File: src/rtl/note_segmenter.sv
// Converts per-frame pitch estimates into debounced note events with a
// quantised (eighth/quarter/half/whole) duration and a one-cycle strobe.
module note_segmenter #(
  parameter int STABLE_FRAMES     = 3,
  parameter int RELEASE_FRAMES    = 2,
  parameter int FRAMES_PER_EIGHTH = 8,
  parameter int HOLD_W            = 10
) (
  input  logic       clk,
  input  logic       reset,
  input  logic       pitch_valid,
  input  logic       pitch_present,
  input  logic [7:0] pitch_code,
  input  logic       flush,
  output logic [7:0] note,
  output logic [3:0] duration,
  output logic       note_dec,
  output logic       note_active
);

  localparam int SW = $clog2(STABLE_FRAMES + 1);
  localparam int MW = $clog2(RELEASE_FRAMES + 1);
  localparam int SH = $clog2(FRAMES_PER_EIGHTH);

  localparam logic [SW-1:0]     STAB_ONE  = SW'(1);
  localparam logic [SW-1:0]     STAB_LAST = SW'(STABLE_FRAMES - 1);
  localparam logic [MW-1:0]     MISS_LAST = MW'(RELEASE_FRAMES - 1);
  localparam logic [HOLD_W-1:0] HELD_INIT = HOLD_W'(STABLE_FRAMES);
  localparam logic [HOLD_W-1:0] HELD_MAX  = '1;
  localparam logic [HOLD_W:0]   HALF_UNIT = (HOLD_W+1)'(FRAMES_PER_EIGHTH / 2);
  localparam logic [HOLD_W:0]   UNITS_2   = (HOLD_W+1)'(2);
  localparam logic [HOLD_W:0]   UNITS_4   = (HOLD_W+1)'(4);
  localparam logic [HOLD_W:0]   UNITS_8   = (HOLD_W+1)'(8);

  typedef enum logic [1:0] {IDLE, CAND, HOLD, EMIT} state_t;

  state_t            state_q, state_d;
  logic [7:0]        cand_q, cand_d;
  logic [7:0]        cur_q, cur_d;
  logic [SW-1:0]     stab_q, stab_d;
  logic [MW-1:0]     miss_q, miss_d;
  logic [HOLD_W-1:0] held_q, held_d;
  logic [7:0]        note_q, note_d;
  logic [3:0]        duration_q, duration_d;
  logic              note_dec_q, note_dec_d;
  logic              note_active_q, note_active_d;
  logic              match_cand, match_cur;

  // One spare bit keeps the rounding add safe even when held has saturated.
  function automatic logic [3:0] quant(input logic [HOLD_W-1:0] held);
    logic [HOLD_W:0] units;
    units = ({1'b0, held} + HALF_UNIT) >> SH;
    if (units < UNITS_2)      quant = 4'b0001;
    else if (units < UNITS_4) quant = 4'b0010;
    else if (units < UNITS_8) quant = 4'b0100;
    else                      quant = 4'b1000;
  endfunction

  assign match_cand = pitch_present && (pitch_code == cand_q);
  assign match_cur  = pitch_present && (pitch_code == cur_q);

  always_comb begin
    state_d    = state_q;
    cand_d     = cand_q;
    cur_d      = cur_q;
    stab_d     = stab_q;
    miss_d     = miss_q;
    held_d     = held_q;
    note_d     = note_q;
    duration_d = duration_q;
    note_dec_d = 1'b0;
    unique case (state_q)
      IDLE: begin
        if (flush) begin
          stab_d = '0;
        end else if (pitch_valid && pitch_present) begin
          cand_d  = pitch_code;
          stab_d  = STAB_ONE;
          state_d = CAND;
        end
      end
      CAND: begin
        if (flush) begin
          stab_d  = '0;
          state_d = IDLE;
        end else if (pitch_valid) begin
          if (match_cand) begin
            if (stab_q == STAB_LAST) begin
              cur_d   = cand_q;
              held_d  = HELD_INIT;
              miss_d  = '0;
              stab_d  = '0;
              state_d = HOLD;
            end else begin
              stab_d = stab_q + STAB_ONE;
            end
          end else if (pitch_present) begin
            cand_d = pitch_code;
            stab_d = STAB_ONE;
          end else begin
            stab_d  = '0;
            state_d = IDLE;
          end
        end
      end
      HOLD: begin
        if (flush) begin
          state_d = EMIT;
        end else if (pitch_valid) begin
          if (match_cur) begin
            if (held_q != HELD_MAX) held_d = held_q + 1'b1;
            miss_d = '0;
          end else if (miss_q == MISS_LAST) begin
            state_d = EMIT;
          end else begin
            miss_d = miss_q + 1'b1;
          end
        end
      end
      EMIT: begin
        note_d     = cur_q;
        duration_d = quant(held_q);
        note_dec_d = 1'b1;
        held_d     = '0;
        miss_d     = '0;
        stab_d     = '0;
        state_d    = IDLE;
      end
      default: state_d = IDLE;
    endcase
    note_active_d = (state_d == HOLD);
  end

  always_ff @(posedge clk) begin
    if (!reset) begin
      state_q       <= IDLE;
      stab_q        <= '0;
      miss_q        <= '0;
      held_q        <= '0;
      note_q        <= '0;
      duration_q    <= '0;
      note_dec_q    <= 1'b0;
      note_active_q <= 1'b0;
    end else begin
      state_q       <= state_d;
      stab_q        <= stab_d;
      miss_q        <= miss_d;
      held_q        <= held_d;
      note_q        <= note_d;
      duration_q    <= duration_d;
      note_dec_q    <= note_dec_d;
      note_active_q <= note_active_d;
    end
  end

  // Pitch codes are only consulted under the state, so they need no reset.
  always_ff @(posedge clk) begin
    cand_q <= cand_d;
    cur_q  <= cur_d;
  end

  assign note        = note_q;
  assign duration    = duration_q;
  assign note_dec    = note_dec_q;
  assign note_active = note_active_q;

endmodule

File: config.mk
export PLATFORM = sky130hd
export DESIGN_NAME = note_segmenter
export DESIGN_NICKNAME = d
export VERILOG_FILES = /design/src/rtl/note_segmenter.sv
export SDC_FILE = /design/constraint.sdc
export NUM_CORES = 1
export LEC_CHECK = 0
export ABC_CLOCK_PERIOD_IN_PS = 3700
export CAP_MARGIN = 20
export CORE_UTILIZATION = 50
export CTS_CLUSTER_SIZE = 8
export DETAILED_ROUTE_END_ITERATION = 10
export PLACE_DENSITY = 0.79
export SETUP_SLACK_MARGIN = 0.5
export SLEW_MARGIN = 15
export SYNTH_ARGS = -nofsm -noshare
export SYNTH_HDL_FRONTEND = slang
export SYNTH_SLANG_ARGS = --single-unit
File: constraint.sdc
create_clock -name clk -period 3.7 [get_ports clk]
set_clock_uncertainty 0.15 [all_clocks]
set_input_delay 0.555 -clock clk [delete_from_list [all_inputs] [get_ports clk]]
set_output_delay 0.555 -clock clk [all_outputs]
set_load 0.1 [all_outputs]
After elaboration in Yosys (flattened, before gate mapping)

Cells that the tools add are included.

Add/subtract/negate cells: 4
Magnitude comparators: 3
Equality and inequality tests: 24
Multiplexer cells: 49
Bitwise logic cells: 1
Reduce and logical (&&, ||, !) cells: 12

Operators with widths:

| operator                | count |
|---|---|
| $mux W10                | 8 |
| $mux W2                 | 25 |
| $mux W8                 | 6 |
| $pmux W10 S3            | 1 |
| $ne A2 B2 Y1 const B    | 12 |
| $eq A8 B8 Y1            | 2 |
| $pmux W8 S2             | 1 |
| $mux W4                 | 3 |
| $pmux W2 S3             | 2 |
| $add A10 B3 Y11 const B | 1 |
| $add A10 B1 Y10 const B | 1 |
| $ne A10 B10 Y1 const B  | 1 |
| $ne A3 B3 Y1 const B    | 3 |
| $reduce_and A9 Y1       | 1 |
| $eq A2 B2 Y1 const B    | 4 |
| $lt A8 B2 Y1 const B    | 1 |
| $lt A8 B3 Y1 const B    | 1 |
| $lt A8 B4 Y1 const B    | 1 |
| $pmux W2 S4             | 1 |
| $reduce_and A8 Y1       | 1 |
| $reduce_and A7 Y1       | 1 |
| $reduce_bool A3 Y1      | 2 |
| $reduce_and A5 Y1       | 1 |
| $add A2 B1 Y2 const B   | 2 |
| 7 further kinds         | 11 |

Register bits after elaboration: 46
Bits of input ports: 13
Word-level logic and storage cells: 103

Logic depth before layout (Yosys ltp)

Depth after elaboration: 7
Mapped depth: 8
Mapped depth without buffers: 6

Worst setup path after synthesis

OpenSTA, ideal clock, no wires.

Kind: input-to-reg
Start point: in pitch_code[4]
End point: reg note_active_q (netlist: note_active)
Arrival time: 2.341 ns
Setup slack: 1.143 ns
Cell stages on the path: 6
Path through: xnor2_1 -> nand4_1 -> or3_1 -> nor3_1 -> o21ai_0 -> nor2_1

Cells in the longest elaborated chain, start to end: 7

Ends and longest elaborated chain:

| what                                          | line    | RTL |
|---|---|---|
| start, declared                               | 13      | `input logic [7:0] pitch_code,` |
| $eq A8 B8 Y1, on equally long branches        | 60, 59  |  |
| $logic_and A1 B1 Y1, on equally long branches | 60, 59  |  |
| $mux W2, on equally long branches             | 110, 87 |  |
| $mux W2, on equally long branches             | 109, 86 |  |
| $mux W2, on equally long branches             | 107, 83 |  |
| $pmux W2 S4 *                                 | 72      | `unique case (state_q)` |
| $eq A2 B2 Y1 *                                | 131     | `note_active_d = (state_d == HOLD);` |
| end signal, assigned                          | 152     | `note_active_q <= note_active_d;` |
| end, declared                                 | 46      | `logic note_active_q, note_active_d;` |

Mark *: on every way between the ends. The rest lies on a longest branch, timed or not.
A chain may end at the register's enable or synchronous reset.

Worst setup path after layout

Start point: in pitch_valid
End point: reg held_q[9]

Cells in the longest elaborated chain, start to end: 2

Ends and longest elaborated chain:

| what                                 | line | RTL |
|---|---|---|
| start, declared                      | 11   | `input logic pitch_valid,` |
| $ne A2 B2 Y1 (no source line)        | -    |  |
| $reduce_and A9 Y1 (no source line) * | -    |  |
| end signal, assigned                 | 148  | `held_q <= held_d;` |
| end, declared                        | 42   | `logic [HOLD_W-1:0] held_q, held_d;` |

Marks and branches as above.

==> results.toml <==
[status]
status = "finished clean"

[worst_setup_path]
worstPathArrival_ps = 2850
endpoint_kind = "flip-flop"
r2r_slack_ps = 1340
critPathRequiredTime_ps = 3790
critPathKind = "input port to flip-flop"
critPathCapture = "held_q[9]"
path_max_fanout = 20
max_stage_delay_ps = 620
worstSetupStartpoint = "pitch_valid"
reg2reg_from = "state_q[0]"
worst_setup_path_start_kind = "input port"
r2r_cells = 5
crit_path_top_delay_cell = "clkdlybuf4s50_1"
timing.rr.end = "held_q[9]"
crit_chain = "clkdlybuf4s50_1 -> nand3b_2 -> or3b_4 -> nor4_4 -> o22ai_2 -> or4_1 -> a21oi_1"

[floorplan]
core_um2 = 4000
dieHeight_um = 66.6
rows = 23
dieWidth_um = 66.6
start_util = 0.522
dieArea_um2 = 4440
pin_count = 27

[finish]
layout.nets = 260
drive_above_1_share = 0.0488
fillers = 362
design_area_um2 = 2480
finalNonFillerCells = 296
diodes = 0
syn2layout_area_growth_pct = 18.8

[power_and_ir_drop]
pwr-share-clk = 0.389
p_leak_nw = 0.809
p_seq_frac = 0.558
p_per_area_nw_per_um2 = 384
p_comb_frac = 0.053
peakVddDrop_mv = 0.322
net-switching-power_uw = 200
p_int_uw = 754
swShare = 0.210

[sta]
period_needed_ps = 2760
whs_ps = 309
rsz0062_at_grt = "no"
worst_pin_slew_ps = 976
slew_headroom = 0.347
setup_tns_ps = 0
min_period_over_period = 0.747
finalSetupViolCount = 0
timing.fmax_ghz = 0.362
finalHoldViolations = 0
slew_violations = 0

[cts]
cts.sinks = 46
clkLatencyLatePin_ps = 300
cts_tree = "done"
cts_setup_buffers = 0
clk_pin_slew_worst_paths_ps = 80
htree_levels = 2
postCtsHoldBufs = 0
cts-root-buf = "clkbuf_8"
cts.repair.resized = 0
cts_buffer_depth = 2
cts_inserted_buffers = 5

[route]
drc = 0
postRouteAntennaNets = 0
firstDrtPassIters = 4
first_iter_violations = 79
num_vias = 1609
post_drt_wl_per_cell_um = 13.2
wl_mm = 3.90
avgViaCountPerCell = 5.44

[yosys]
synthArstFlopShare = 0
synth_area_um2 = 2090
syn_nets = 236
ys_seq_area_frac = 0.518
synth_area_per_cell_um2 = 9.45
synth_cell_types = 38
synth_edf_count = 16
yosys_warnings = 0
synthFlopType = "dfxtp_1"
ys_ff_latch = 46
syn_inst = 221

[place]
dpl.hpwl_mm = 2.82
place_area_um2 = 2370
io_buffers = 26
dp.cells = 288
gp_congestion = 0.841

[worst_hold_path]
hold_path_class = "flip-flop to flip-flop"
hp-start = "note[1]"

[global_routing]
grt_use_total = 0.203
overflow = 0
grt_pass1_wl_mm = 6.59
antenna_found_initial = 0
grt_max_degree = 21
grt_pass1_vias = 1432

[flow_run]
maxCapViolations = 0
## cells by family (layout without fill, tap and decap cells)
kind of cell / after synthesis / count (layout) / synth area share
XOR/XNOR: 18 / 18 / 0.0755
adder cells (fa/ha/maj): 2 / 2 / 0.0120
flip-flops: 46 / 46 / 0.518
AND/OR/NAND/NOR: 81 / 81 / 0.207
AO/OA/AOI/OAI: 54 / 54 / 0.147
buffers and inverters: 20 / 45 / 0.0407
## cells in the final DEF (no fill, tap or decap), types with 2 or more instances in the layout
cell type | synthesis | routed
o2bb2ai_1 | 2 | 2
nand2_1 | 27 | 27
nand3_1 | 9 | 9
and3_1 | 2 | 2
nand2b_1 | 2 | 2
nor2b_1 | 2 | 2
or4_1 | 3 | 3
or3_1 | 10 | 10
nor2_1 | 12 | 12
nand4_1 | 2 | 2
nor4_1 | 2 | 2
clkdlybuf4s50_1 | 0 | 26
clkbuf_8 | 0 | 5
and2_1 | 3 | 3
and4_1 | 2 | 2
xor2_1 | 2 | 2
xnor2_1 | 16 | 16
ha_1 | 2 | 2
o21ai_0 | 17 | 17
edfxtp_1 | 16 | 16
a21oi_1 | 27 | 27
dfxtp_1 | 30 | 30
inv_1 | 10 | 10
## per-stage QoR
stage | power [mW] | setup slack (ps) | utilization
floorplan | 0.569 | 1140 | -
CTS | 0.960 | 949 | 0.620
finish | 0.954 | 936 | 0.620
detailed placement | 0.594 | 667 | 0.593
global route | 0.992 | 765 | 0.620
global placement | 0.594 | 751 | 0.593
## layer usage
| layer | GRT usage | wire length [µm] | vias to the layer above |
|---|---|---|---|
| li1 | - | - | 827 |
| met1 | 0.280 | 1950 | 749 |
| met2 | 0.295 | 1770 | 27 |
| met3 | 0.0616 | 129 | 6 |
| met4 | 0.0771 | 59 | 0 |
| met5 | 0 | 0 | - |
## cell type report
type                    count  area (µm²)  share of cell area
repair buffers             27         268               0.108
clock inverters             2        37.5              0.0151
flip-flops and latches     46        1080               0.436
multi-input cells         155         922               0.372
well taps                  50        62.6              0.0252
inverters                  10        37.5              0.0151
clock buffers               6        72.6              0.0292
## power by group through the flow
stage	sequential [mW]	clock [mW]	combinational (mW)
after detailed placement	0.544	0	0.0508
after global routing	0.533	0.403	0.0561
final	0.532	0.371	0.0510
after global placement	0.543	0	0.0503
after CTS	0.532	0.377	0.0512
after floorplan	0.542	0	0.0272
## Yosys cell counts, types with 3 or more instances
cell / number / share of area
dfxtp_1: 30 / 0.29
a21oi_1: 27 / 0.065
nand2_1: 27 / 0.049
o21ai_0: 17 / 0.041
edfxtp_1: 16 / 0.23
xnor2_1: 16 / 0.067
nor2_1: 12 / 0.022
inv_1: 10 / 0.018
or3_1: 10 / 0.030
nand3_1: 9 / 0.022
clkbuf_1: 6 / 0.011
and2_1: 3 / 0.0090
or4_1: 3 / 0.011
## how the worst min path moves through the flow
stage / end / slack (ps) / cells past startpoint
6_report: note[1] / 310 / 2
5_1_grt: note[3] / 330 / 2
4_1_cts: note[2] / 310 / 2
3_5_place_dp: note[2] / 300 / 2
3_3_place_gp: note[1] / 300 / 2
2_1_floorplan: miss_q[1] / 290 / 2
## registers in the layout, summed over array words and instances, names as in the netlist
name         flops
note_active      1
note             8
state_q          2
note_dec         1
stab_q           2
held_q          10
miss_q           2
duration         4
cand_q           8
cur_q            8
## worst max-delay path: cells and delay by family
| family | cells | cell delay (ps) |
|---|---|---|
| AO/OA/AOI/OAI | 2 | 400 |
| buffers and inverters | 1 | 620 |
| AND/OR/NAND/NOR | 4 | 1270 |
(Power assumes the default switching activity.)
